[src/rtl/decoding_parser.sv]
// Serial unary-length frame decoder feeding a show-ahead length FIFO.
// Rebuilds code lengths from strobe/serial_d runs and flags malformed frames.
module decoding_parser #(
  parameter int MAX_LEN    = 127,
  parameter int FIFO_DEPTH = 2
) (
  input  logic       clk,
  input  logic       rst,
  input  logic       serial_d,
  input  logic       strobe,
  input  logic       dict_err,
  output logic [6:0] len_out,
  output logic       len_valid,
  input  logic       len_ready,
  output logic       frame_err,
  output logic       fifo_drop,
  output logic       busy
);

  localparam int AW = $clog2(FIFO_DEPTH);
  localparam logic [6:0] MAXL = 7'(MAX_LEN);
  localparam logic [AW:0] FULL_CNT = (AW+1)'(FIFO_DEPTH);

  localparam logic [1:0] IDLE  = 2'd0;
  localparam logic [1:0] RUN   = 2'd1;
  localparam logic [1:0] DRAIN = 2'd2;

  logic [1:0]    state, state_n;
  logic [6:0]    cnt, cnt_n;
  logic          dict_q, dict_rise;
  logic          push_n, push_q;
  logic [6:0]    pval_n, pval_q;
  logic          err_n;

  logic [6:0]    mem [FIFO_DEPTH];
  logic [AW-1:0] wr_ptr, rd_ptr;
  logic [AW:0]   count;
  logic          full, pop, wr_en;

  assign dict_rise = dict_err & ~dict_q;

  always_comb begin
    state_n = state;
    cnt_n   = cnt;
    push_n  = 1'b0;
    pval_n  = cnt;
    err_n   = 1'b0;
    if (dict_rise) begin
      // Dictionary abort wins over any bit seen in the same cycle
      push_n  = 1'b1;
      pval_n  = '0;
      err_n   = (state == RUN);
      state_n = IDLE;
      cnt_n   = '0;
    end else if (dict_err) begin
      state_n = IDLE;
      cnt_n   = '0;
    end else begin
      case (state)
        IDLE: begin
          if (strobe && serial_d) begin
            state_n = RUN;
            cnt_n   = 7'd1;
          end else if (strobe) begin
            err_n = 1'b1;
          end
        end
        RUN: begin
          unique case (1'b1)
            !strobe: begin
              err_n   = 1'b1;
              state_n = IDLE;
              cnt_n   = '0;
            end
            strobe && !serial_d: begin
              push_n  = 1'b1;
              pval_n  = cnt;
              state_n = IDLE;
              cnt_n   = '0;
            end
            strobe && serial_d && (cnt == MAXL): begin
              err_n   = 1'b1;
              state_n = DRAIN;
            end
            default: cnt_n = cnt + 7'd1;
          endcase
        end
        DRAIN: begin
          if (!strobe || !serial_d) begin
            state_n = IDLE;
            cnt_n   = '0;
          end
        end
        default: begin
          state_n = IDLE;
          cnt_n   = '0;
        end
      endcase
    end
  end

  assign len_valid = (count != '0);
  assign full      = (count == FULL_CNT);
  assign pop       = len_valid & len_ready;
  // A full FIFO still accepts a push when the head leaves this cycle
  assign wr_en     = push_q & (~full | pop);
  assign len_out   = len_valid ? mem[rd_ptr] : '0;

  always_ff @(posedge clk) begin
    if (wr_en) mem[wr_ptr] <= pval_q;
  end

  always_ff @(posedge clk) begin
    if (rst) begin
      state     <= IDLE;
      cnt       <= '0;
      dict_q    <= 1'b0;
      push_q    <= 1'b0;
      pval_q    <= '0;
      frame_err <= 1'b0;
      fifo_drop <= 1'b0;
      busy      <= 1'b0;
      wr_ptr    <= '0;
      rd_ptr    <= '0;
      count     <= '0;
    end else begin
      state     <= state_n;
      cnt       <= cnt_n;
      dict_q    <= dict_err;
      push_q    <= push_n;
      pval_q    <= pval_n;
      frame_err <= err_n;
      fifo_drop <= push_q & full & ~pop;
      busy      <= (state_n != IDLE);
      if (wr_en) wr_ptr <= wr_ptr + AW'(1);
      if (pop)   rd_ptr <= rd_ptr + AW'(1);
      case ({wr_en, pop})
        2'b10:   count <= count + (AW+1)'(1);
        2'b01:   count <= count - (AW+1)'(1);
        default: count <= count;
      endcase
    end
  end

endmodule

[config.mk]
export PLATFORM = sky130hd
export DESIGN_NAME = decoding_parser
export DESIGN_NICKNAME = d
export VERILOG_FILES = /design/src/rtl/decoding_parser.sv
export SDC_FILE = /design/constraint.sdc
export NUM_CORES = 1
export LEC_CHECK = 0
export CAP_MARGIN = 15
export CORE_MARGIN = 2
export CORE_UTILIZATION = 55
export CTS_BUF_LIST = sky130_fd_sc_hd__clkbuf_2 sky130_fd_sc_hd__clkbuf_4 sky130_fd_sc_hd__clkbuf_8
export DETAILED_ROUTE_END_ITERATION = 8
export GPL_TIMING_DRIVEN = 0
export PLACE_DENSITY_LB_ADDON = 0.1
export SLEW_MARGIN = 20
export SYNTH_ARGS = -nofsm -noshare
export SYNTH_HDL_FRONTEND = slang
export SYNTH_SLANG_ARGS = --single-unit
[constraint.sdc]
create_clock -name clk -period 1.85 [get_ports clk]
set_clock_uncertainty 0.05 [all_clocks]
set_input_delay 0.37 -clock clk [delete_from_list [all_inputs] [get_ports clk]]
set_output_delay 0.37 -clock clk [all_outputs]
set_load 0.05 [all_outputs]
==> flow_metrics.py <==
metrics = {
    "outcome": {
        "status": "finished with violations",
        "violations": "design-rule violations",
    },
    "critical_path": {
        "cp.required_ns": 1.43,
        "crit_type": "flop to output pin",
        "critical_path_arrival_ns": 1.34,
        "crit_chain": "mux2i_1 -> nor2_1 -> clkdlybuf4s15_2",
        "crit_slowest_cell": "dfxtp_4",
        "critPathLaunchType": "flop",
        "reg2reg_slack_ns": 0.19,
        "critPathTopFamily": "flip-flops",
        "cp-end-kind": "output pin",
        "critical_path_peak_fanout": 7,
        "r2r_start": "cnt[0]",
        "cp_num_buf_inv": 1,
        "max_stage_delay_ns": 0.43,
    },
    "logic_synthesis": {
        "yosysSeqAreaShare_pct": 56.9,
        "syn_nets": 161,
        "syn-cell-area_mm2": 0.00165,
        "synthSimpleGateAreaFrac_pct": 22.0,
        "synthXorXnorAreaFrac_pct": 1.59,
        "synth_top_family_by_area": "simple AND/OR/NAND/NOR gates",
        "ys_warn_count": 0,
        "ys_async_sr_fraction_pct": 0,
        "syn-instance-count": 154,
        "synth-edff-count": 14,
        "yosys_register_bits": 40,
        "synth_fa_ha_area_share_pct": 0.757,
        "syn_area_per_cell_um2": 10.7,
        "ys_types": 40,
        "synth_compound_area_share_pct": 9.99,
        "synth_ff_type": "dfxtp_1",
        "synth.area.mux_share_pct": 6.06,
    },
    "placed_design": {
        "dp_hpwl_um": 2030,
        "pre_cts_slack_ns": -0.339,
        "port_buffers": 15,
        "place_area_mm2": 0.00184,
        "gp_congestion": 0.824,
    },
    "cts": {
        "insertion_delay_ns": 0.34,
        "root_buffer": "clkbuf_4",
        "cts_tree": "yes",
        "clk_path_buf_depth": 2,
        "hold_buffers": 0,
        "cts_sinks": 40,
        "cts_buffers": 5,
        "clkTransAtPathRegs_ns": 0.11,
        "post_cts_buffers": 0,
        "htreeDepth": 2,
    },
    "timing": {
        "final_max_slew_viol_count": 0,
        "finalHoldViolCount": 0,
        "setup_viol": 0,
        "fin_ws_ns": 0.0853,
        "min_period_ns": 1.76,
        "rsz0062_at_grt": "no",
        "fin_crit_sh_pct": 95.4,
        "slew_headroom_pct": 61.1,
        "fmax_ghz": 0.567,
        "worstMarginPinSlew_ns": 0.581,
    },
    "drt": {
        "via_per_inst": 5.75,
        "drcViolationCount": 3,
        "ant_nets": 0,
        "dr.pass1.iters": 7,
        "drt_iter0_drc": 44,
        "routed_wl_um": 2860,
        "post_drt_wl_per_cell_um": 13.8,
        "vias": 1191,
    },
    "final_layout": {
        "final_area_mm2": 0.00190,
        "seq_area_um2": 947,
        "final_util_pct": 67.8,
        "multi_input_area_um2": 674,
        "synthToLayoutAreaGrowth_pct": 15.0,
        "nNetsFinal": 182,
        "drive_gt1_share_pct": 16.5,
        "diodes": 0,
        "fillCellCount": 231,
    },
    "grt": {
        "track_usage_pct": 18.8,
        "grt_max_degree": 13,
        "antenna_found_initial": 0,
        "gr-total-overflow": 0,
        "grt_pass1_wl_um": 4800,
        "grt_pass1_vias": 1134,
    },
    "pwr": {
        "p_leak_nw": 0.694,
        "power_density_mw_per_mm2": 869,
        "p_total_w": 0.00165,
        "ir_drop_mv": 0.549,
    },
    "min_path": {
        "hp-class": "input pin to flop",
        "min-delay-start": "strobe",
    },
    "floorplan": {
        "ios": 17,
        "core-area_mm2": 0.00281,
        "die_w_um": 58.8,
        "die_h_um": 58.8,
        "initial_utilization_pct": 58.9,
        "std_cell_rows": 19,
        "die-area_mm2": 0.00346,
    },
    "run": {
        "maxCapViolCount": 0,
    },
}
path summary, 6_finish.rpt:
kind,end,cells after the start
setup / recovery,len_out[6],3
hold / removal,push_q,3
setup reg to reg,cnt[0],5
hold reg to reg,mem[0][5],0
synthesized netlist by cell type, types with 2 or more instances:
master	number	area, µm²
nor3_1	4	20.0
nand3_1	5	25.0
clkbuf_1	4	15.0
dfxtp_1	26	521
nand2_1	5	18.8
edfxtp_1	14	420
inv_1	3	11.3
mux2i_1	10	100
nand4b_1	3	26.3
o31ai_1	3	22.5
and2_1	7	43.8
a211oi_1	2	15.0
and3_1	2	12.5
o21ai_0	4	20.0
nor2b_1	4	25.0
or4_1	3	22.5
nor2_1	23	86.3
a21oi_1	8	40.0
xor2_1	3	26.3
report_power, final:
| group | total (W) | switching [W] | internal (W) | leakage (nW) |
|---|---|---|---|---|
| logic | 0.000142 | 0.0000926 | 0.0000496 | 0.300 |
| registers | 0.000941 | 0.0000165 | 0.000925 | 0.348 |
| clock network | 0.000569 | 0.000271 | 0.000298 | 0.0456 |
| total | 0.00165 | 0.000380 | 0.00127 | 0.694 |
routing by layer:
| layer | track usage, % | routed length, µm | up-vias |
|---|---|---|---|
| met4 | 11.7 | 104 | 0 |
| met3 | 7.25 | 183 | 14 |
| met1 | 19.9 | 1160 | 539 |
| li1 | - | - | 597 |
| met5 | 0 | 0 | - |
| met2 | 31.4 | 1410 | 41 |
worst reg2reg max path, cell delays in order (launching register included):
cell and delay [ns]:
dfxtp_1 0.46, ha_1 0.24, nand4_1 0.17, nor2_1 0.31
o21ai_0 0.13, a32o_1 0.22
layout make-up:
cell class                      instances  share of cell area, %
Sequential cell                        40                   49.8
Multi-Input combinational cell        105                   35.5
Timing Repair Buffer                   15                   6.25
Clock buffer                            6                   2.37
Tap cell                               31                   2.04
Clock inverter                          2                   1.84
Buffer                                  5                   1.58
Inverter                                3                  0.592
placed cells by master (no fill, tap or decap), types with 5 or more instances in the layout:
cell      synthesis  layout
dfxtp_1          26      23
nor2_1           23      22
edfxtp_1         14      14
mux2i_1          10      10
a21oi_1           8       8
and2_1            7       7
clkbuf_4          0       6
buf_2             0       6
nand2_1           5       5
nand3_1           5       5
kinds of logic (layout without fill, tap and decap cells):
logic type | after synthesis | after routing
simple gates | 66 | 66
flops | 40 | 40
compound gates | 25 | 25
mux | 10 | 10
buf+inv | 9 | 31
xor+xnor | 3 | 3
fa+ha+maj | 1 | 1
state kept, by name, summed over array words and instances (netlist names), named ones only:
signal	count
rd_ptr	1
state	2
fifo_drop	1
wr_ptr	1
count	2
pval_q	7
push_q	1
mem	14
busy	1
dict_q	1
frame_err	1
cnt	7
metrics by stage:
step	hold WS [ns]	instances	setup TNS, ns
after floorplan	0.354	154	0
after global placement	0.355	200	-4.44
after detailed placement	0.361	200	-5.49
after CTS	0.243	207	0
after global routing	0.275	207	0
final	0.262	207	0
timing repair:
item | in CTS | in global routing
endpoints found under the setup margin | 11 | 6
pin swaps | 0 | 0
gates resized for setup | 34 | 11
No activity file was read; power rests on OpenSTA's default activity.
